## src/rtl/fetch_stage_pkg.sv

```systemverilog
// Shared definitions for the instruction fetch stage: PC sizing, halt opcode,
// bubble word and FSM state encodings.
package fetch_stage_pkg;

    localparam int PC_SIZE      = 10;
    localparam int PC_W_DEFAULT = PC_SIZE + 1;

    localparam logic [31:0] HALT_OPCODE      = 32'hFC000000;
    localparam logic [31:0] NOP_WORD_DEFAULT = 32'h00000000;

    typedef enum logic [2:0] {
        FS_IDLE   = 3'd0,
        FS_REQ    = 3'd1,
        FS_STALL  = 3'd2,
        FS_DRAIN  = 3'd3,
        FS_HALTED = 3'd4
    } fetch_state_t;

    function automatic logic is_halt_word(input logic [31:0] word);
        return word == HALT_OPCODE;
    endfunction

endpackage

```

## src/rtl/fetch_skid.sv

```systemverilog
// One-entry holding register for an instruction word and its PC+1.
// Used both as the IF/ID-facing output register and as the skid buffer.
module fetch_skid
    import fetch_stage_pkg::*;
#(
    parameter int          PC_W     = PC_W_DEFAULT,
    parameter logic [31:0] NOP_WORD = NOP_WORD_DEFAULT
) (
    input  logic            clock,
    input  logic            reset_n,
    input  logic            clear,
    input  logic            load,
    input  logic [31:0]     data_in,
    input  logic [PC_W-1:0] pc1_in,
    output logic            valid,
    output logic [31:0]     data,
    output logic [PC_W-1:0] pc1
);

    // NOTE: state registers use non-blocking assignments so every flop samples
    // pre-edge values regardless of process evaluation order.
    always_ff @(posedge clock or negedge reset_n) begin
        if (!reset_n) begin
            valid <= 1'b0;
            data  <= NOP_WORD;
            pc1   <= '0;
        end else if (clear) begin
            // An empty entry always reads as a bubble.
            valid <= 1'b0;
            data  <= NOP_WORD;
            pc1   <= '0;
        end else if (load) begin
            valid <= 1'b1;
            data  <= data_in;
            pc1   <= pc1_in;
        end
    end

endmodule

```

## src/rtl/fetch_stage.sv

```systemverilog
// Instruction fetch stage: PC register, variable-latency imem handshake,
// skid buffering under stalls, redirects and stale-response draining.
// Optional halt detection is built when FETCH_HALT_DETECT_EN is defined.
module fetch_stage
    import fetch_stage_pkg::*;
#(
    parameter int              PC_W     = PC_W_DEFAULT,
    parameter logic [PC_W-1:0] RESET_PC = '0,
    parameter logic [31:0]     NOP_WORD = NOP_WORD_DEFAULT
) (
    input  logic            clock,
    input  logic            reset_n,
    input  logic            enable,
    input  logic            pc_write,
    input  logic            branch_taken,
    input  logic [PC_W-1:0] branch_target,
    input  logic            jump_sel,
    input  logic [PC_W-1:0] jump_target,
    output logic            imem_req,
    output logic [PC_W-1:0] imem_addr,
    input  logic [31:0]     imem_rdata,
    input  logic            imem_ready,
    output logic [31:0]     instruc_out,
    output logic [PC_W-1:0] PC_plus_1_out,
    output logic            fetch_valid,
    output logic            halted
);

    localparam logic [PC_W-1:0] PC_ONE = PC_W'(1);

    fetch_state_t    state, state_next;
    logic [PC_W-1:0] pc, pc_next, addr;
    logic [PC_W-1:0] target, resp_pc1;
    logic            redirect, accept, good_resp, out_free, halt_hit;

    logic            out_valid, out_clear, out_load;
    logic [31:0]     out_din;
    logic [PC_W-1:0] out_pc1_din;

    logic            skid_valid, skid_clear, skid_load;
    logic [31:0]     skid_data;
    logic [PC_W-1:0] skid_pc1;

    assign redirect  = branch_taken | jump_sel;
    assign target    = branch_taken ? branch_target : jump_target;
    assign accept    = enable & pc_write;
    assign good_resp = (state == FS_REQ) & imem_ready & ~redirect;
    assign out_free  = ~out_valid | accept;
    assign resp_pc1  = addr + PC_ONE;

`ifdef FETCH_HALT_DETECT_EN
    assign halt_hit = good_resp & is_halt_word(imem_rdata);
    assign halted   = (state == FS_HALTED);
`else
    assign halt_hit = 1'b0;
    assign halted   = 1'b0;
`endif

    // The request lives in REQ and in DRAIN, where the stale address is held.
    assign imem_req    = (state == FS_REQ) | (state == FS_DRAIN);
    assign imem_addr   = addr;
    assign fetch_valid = out_valid;

    // NOTE: every signal driven here gets a default first, so no path through
    // the block leaves one unassigned and no latch is inferred.
    always_comb begin
        out_clear   = 1'b0;
        out_load    = 1'b0;
        out_din     = imem_rdata;
        out_pc1_din = resp_pc1;
        skid_clear  = 1'b0;
        skid_load   = 1'b0;

        if (redirect) begin
            out_clear  = 1'b1;
            skid_clear = 1'b1;
        end else begin
            if (accept && skid_valid) begin
                out_load    = 1'b1;
                out_din     = skid_data;
                out_pc1_din = skid_pc1;
                skid_clear  = 1'b1;
            end else if (good_resp && out_free) begin
                out_load = 1'b1;
            end else if (accept) begin
                out_clear = 1'b1;
            end
            if (good_resp && !out_free) begin
                skid_load = 1'b1;
            end
        end
    end

    always_comb begin
        state_next = state;
        pc_next    = pc;

        if (redirect) begin
            pc_next = target;
        end else if (good_resp && !halt_hit) begin
            pc_next = pc + PC_ONE;
        end

        case (state)
            FS_IDLE: begin
                if (redirect || enable) state_next = FS_REQ;
            end
            FS_REQ: begin
                if (redirect) begin
                    // A redirect that coincides with ready retires the old request.
                    state_next = imem_ready ? FS_REQ : FS_DRAIN;
`ifdef FETCH_HALT_DETECT_EN
                end else if (halt_hit) begin
                    state_next = FS_HALTED;
`endif
                end else if (good_resp && !out_free) begin
                    state_next = FS_STALL;
                end
            end
            FS_STALL: begin
                if (redirect || accept) state_next = FS_REQ;
            end
            FS_DRAIN: begin
                if (imem_ready) state_next = FS_REQ;
            end
`ifdef FETCH_HALT_DETECT_EN
            FS_HALTED: begin
                if (redirect) state_next = FS_REQ;
            end
`endif
            default: state_next = FS_IDLE;
        endcase
    end

    always_ff @(posedge clock or negedge reset_n) begin
        if (!reset_n) begin
            state <= FS_IDLE;
            pc    <= RESET_PC;
            addr  <= RESET_PC;
        end else begin
            state <= state_next;
            pc    <= pc_next;
            // The address only follows pc once no stale request is outstanding.
            if (state_next != FS_DRAIN) addr <= pc_next;
        end
    end

    fetch_skid #(.PC_W(PC_W), .NOP_WORD(NOP_WORD)) u_out (
        .clock   (clock),
        .reset_n (reset_n),
        .clear   (out_clear),
        .load    (out_load),
        .data_in (out_din),
        .pc1_in  (out_pc1_din),
        .valid   (out_valid),
        .data    (instruc_out),
        .pc1     (PC_plus_1_out)
    );

    fetch_skid #(.PC_W(PC_W), .NOP_WORD(NOP_WORD)) u_skid (
        .clock   (clock),
        .reset_n (reset_n),
        .clear   (skid_clear),
        .load    (skid_load),
        .data_in (imem_rdata),
        .pc1_in  (resp_pc1),
        .valid   (skid_valid),
        .data    (skid_data),
        .pc1     (skid_pc1)
    );

endmodule

```

## config.mk

```make
export PLATFORM = sky130hd
export DESIGN_NAME = fetch_stage
export DESIGN_NICKNAME = d
export VERILOG_FILES = /design/src/rtl/fetch_stage_pkg.sv /design/src/rtl/fetch_skid.sv /design/src/rtl/fetch_stage.sv
export SDC_FILE = /design/constraint.sdc
export NUM_CORES = 1
export LEC_CHECK = 0
export ABC_AREA = 1
export BUFFER_PORTS_ARGS = -buffer_cell sky130_fd_sc_hd__clkbuf_2
export CAP_MARGIN = 20
export CORE_ASPECT_RATIO = 1.5
export CORE_MARGIN = 4
export CORE_UTILIZATION = 30
export CTS_CLUSTER_DIAMETER = 150
export DETAILED_ROUTE_END_ITERATION = 10
export HOLD_SLACK_MARGIN = 0.1
export PLACE_DENSITY = 0.47
export SLEW_MARGIN = 20
export SYNTH_ARGS = -nofsm -noshare
export SYNTH_HDL_FRONTEND = slang
export SYNTH_SLANG_ARGS = --single-unit
```

## constraint.sdc

```tcl
create_clock -name clock -period 3.4 [get_ports clock]
set_input_delay 0 -clock clock [delete_from_list [all_inputs] [get_ports clock]]
set_output_delay 0 -clock clock [all_outputs]
set_load 0.005 [all_outputs]
```

==> results.txt <==
----------------------------------------------------
[Detailed routing]
  Routed wire length per instance ... 14.3 µm
  Vias per std cell ... 4.59
  Total length of routed met3 wires ... 616 µm
  Routed wire length on met2 ... 8250 µm
  DRC marker count from the first detailed-route iteration ... 246
  Total detailed-routing wirelength ... 15300 µm
  Total DRC errors in the routed layout ... 0
  Number of search-and-repair iterations in the first detailed-routing pass ... 5
  Overall via count from detail_route ... 4918
  Post-Route M1 WL ... 6280 µm
  Uppermost signal routing layer after detailed routing ... met4
  Antenna Violating Nets Remaining ... 0

[CTS]
  Inserted Clock Buffers ... 17
  Clock-pin transition on the worst setup and hold timing paths ... 50 ps
  Number of sinks handled by clock tree synthesis ... 113
  CTS tree ... yes
  Largest buffer count on any clock path ... 2
  CTS Root Buffer Type ... sky130_fd_sc_hd__clkbuf_16
  Latest clock arrival within the worst-skew pair ... 410 ps
  Gates resized, CTS repair ... 0
  Maximum level of the CTS H-tree ... 4

[Critical path]
  Arrival @ worst endpoint ... 2540 ps
  Startpoint class of the critical path ... register
  Critical path capture point type ... register
  Worst path required time ... 3670 ps
  Startpoint of the most critical setup path ... state[2]
  Origin of the critical flop-to-flop path ... state[2]
  Critical Setup Path Class ... register to register
  Maximum fanout count along the critical path ... 19

[Floorplan]
  Die area ... 20400 µm²
  Area of the core ... 17900 µm²
  Starting density of the core ... 30.5%
  IO Pins ... 118
  Row Count ... 60
  Vert. Die Dim ... 173 µm
  Chip Width ... 118 µm

[Logic synthesis]
  Warning count from the yosys run ... 0
  Dominant register cell in the synthesized netlist ... sky130_fd_sc_hd__dfrtp_1
  FFs w/ async S/R, synth ... 100%
  Cell type contributing the most total cell area after synthesis ... sky130_fd_sc_hd__dfrtp_1
  Syn Inst Count ... 673
  Leading cell type by number of instances after synthesis ... sky130_fd_sc_hd__nand2_1
  EDFF count, synth ... 0
  Leading post-synthesis cells by cell area ... sky130_fd_sc_hd__dfrtp_1 52%, sky130_fd_sc_hd__nand2_1 13%, sky130_fd_sc_hd__inv_1 6.9%, sky130_fd_sc_hd__o21ai_0 5.7%, sky130_fd_sc_hd__o22ai_1 4.6%
  Commonest cells in the netlist ... 184 x sky130_fd_sc_hd__nand2_1, 113 x sky130_fd_sc_hd__dfrtp_1, 100 x sky130_fd_sc_hd__inv_1, 62 x sky130_fd_sc_hd__o21ai_0, 40 x sky130_fd_sc_hd__o22ai_1
  Average cell area after synthesis ... 8.10 µm²
  Part of the Yosys area used for sequential elements ... 51.9%
  Distinct cells, synth ... 33
  Synthesized cell area ... 5450 µm²
  Share of Yosys cell area claimed by the top area cell type ... 51.9%
  Synthesis-stage register bit count ... 113

[Timing]
  Setup violations, final ... 0
  Final count of hold timing violations ... 0
  Pins Over Slew Limit ... 0
  Timing-limited maximum frequency ... 441 MHz
  Layout Skew ... 12.4 ps
  Transition time of the tightest slew-check pin ... 1060 ps
  Final clock period utilization by the worst path ... 66.7%
  Post-route setup TNS ... 0 ps
  Max_slew headroom ... 28.8%
  Min Tclk post-route ... 2270 ps
  RSZ-0062 raised after global routing ... no

[Cells and area]
  Layout cells sized above 1 ... 19.8%
  Layout Cell Area excl Fill ... 7330 µm²
  Total Nets Final ... 904
  Number of antenna repair diodes ... 0
  Synthesis-to-layout area growth ... 34.5%

[Power]
  Maximum resistive drop on vdd ... 0.279 mV
  Leakage ... 0.00374 µW
  Total power per unit cell area ... 486 nW/µm²

[Global route]
  Number of global-route vias before repair ... 5063
  Remaining global-route overflow ... 0
  Antenna violations before repair ... 0
  Wire length of the first global-routing pass ... 25400 µm
  Combined global-route utilization of all metal layers ... 15.3%
  Largest net degree at the start of global routing ... 78

[Job]
  Number of max-cap violations ... 0

[Status]
  Outcome ... complete, no violations

[Hold path]
  Worst Hold Class ... input port to register
  HP Start ... pc_write

[Placed design]
  Total placed instance area ... 6210 µm²
  Routability-driven placement congestion ratio ... 0.793
  Number of port buffers ... 116
  DP Wirelength ... 10700 µm

----------------------------------------------------
[final timing paths]
kind | end | slack (ps) | cells past startpoint
setup / recovery | u_skid.data[18] | 1130 | 7
hold / removal | u_out.valid | 100 | 4
setup reg to reg | u_skid.data[18] | 1130 | 7
hold reg to reg | u_out.pc1[7] | 480 | 2
max in group asynchronous | u_skid.data[3] | 2330 | 3
min in group asynchronous | u_out.data[13] | 160 | 2
[critical path: stages (launching register included)]
cell	delay [ps]
sky130_fd_sc_hd__dfrtp_1	400
sky130_fd_sc_hd__inv_1	170
sky130_fd_sc_hd__nand4_4	170
sky130_fd_sc_hd__nor2_4	230
sky130_fd_sc_hd__nand2_2	210
sky130_fd_sc_hd__nand3b_1	500
sky130_fd_sc_hd__buf_4	340
sky130_fd_sc_hd__o22ai_1	110
[sequential cells by signal (all words and copies together) (netlist names)]
signal and flops:
u_skid.valid 1, u_out.pc1 11, u_out.valid 1, u_skid.data 32, imem_addr 11, u_out.data 32, u_skid.pc1 11, state 3
pc 11
[layer usage]
metal  GRT usage, %  vias to the layer above
met5              0                        -
li1               -                     2497
met2           29.0                      119
met3           3.60                        9
met1           16.9                     2293
met4           4.45                        0
[per-stage QoR]
| step | hold slack (ps) | setup WS [ps] | power (µW) | utilization [%] | cells |
|---|---|---|---|---|---|
| floorplan | -296 | 1850 | 1700 | - | 674 |
| global placement | 63.0 | 1230 | 1870 | 34.7 | 982 |
| detailed placement | 65.4 | 1110 | 1880 | 34.7 | 982 |
| CTS | 115 | 1100 | 3610 | 41.0 | 1071 |
| global route | 135 | 909 | 3730 | 41.0 | 1071 |
| finish | 98.8 | 1130 | 3560 | 41.0 | 1071 |
[power by group]
group	switching, µW	internal, µW	total [µW]	leakage [µW]
clock	639	1020	1660	0.000257
combinational	258	185	442	0.00196
sequential	66.8	1390	1460	0.00152
total	963	2600	3560	0.00374
[cell usage in the layout (no fill, tap or decap), types with 8 or more instances in the layout]
cell type                       Yosys  layout
sky130_fd_sc_hd__xor2_1             8       8
sky130_fd_sc_hd__buf_4              3       9
sky130_fd_sc_hd__clkbuf_2           0     115
sky130_fd_sc_hd__dfrtp_1          113     113
sky130_fd_sc_hd__nand3_1           28      28
sky130_fd_sc_hd__o21ai_0           62      62
sky130_fd_sc_hd__nor2_1            31      31
sky130_fd_sc_hd__clkbuf_16          0      17
sky130_fd_sc_hd__inv_1            100     100
sky130_fd_sc_hd__o21ai_1           36      35
sky130_fd_sc_hd__nand2_1          184     183
sky130_fd_sc_hd__o22ai_1           40      40
sky130_fd_sc_hd__dlygate4sd3_1      0      57
[layout make-up]
type | count | area (µm²)
fill | 1818 | 10500
sequential | 113 | 2830
multi-input combinational | 427 | 2080
timing repair buffer | 181 | 1210
clock buffer | 19 | 443
inverter | 101 | 379
tap | 217 | 272
clock inverter | 13 | 113
[what timing repair did]
action,CTS,global route
buffers inserted,0,0
hold endpoints to repair,134,0
hold buffers,57,0
[cells by family after synthesis]
logic type                 count (synthesis)  share of synthesized area, %
buffers and inverters                    134                          10.3
xor gates and xnor gates                  10                          1.61
other                                      1                        0.0688
adders and majority gates                  2                         0.459
and+or+nand+nor                          264                          20.7
DFF                                      113                          51.9
AOI/OAI and AO/OA                        149                          15.0
Note: power is estimated with default switching activity, not from simulation.
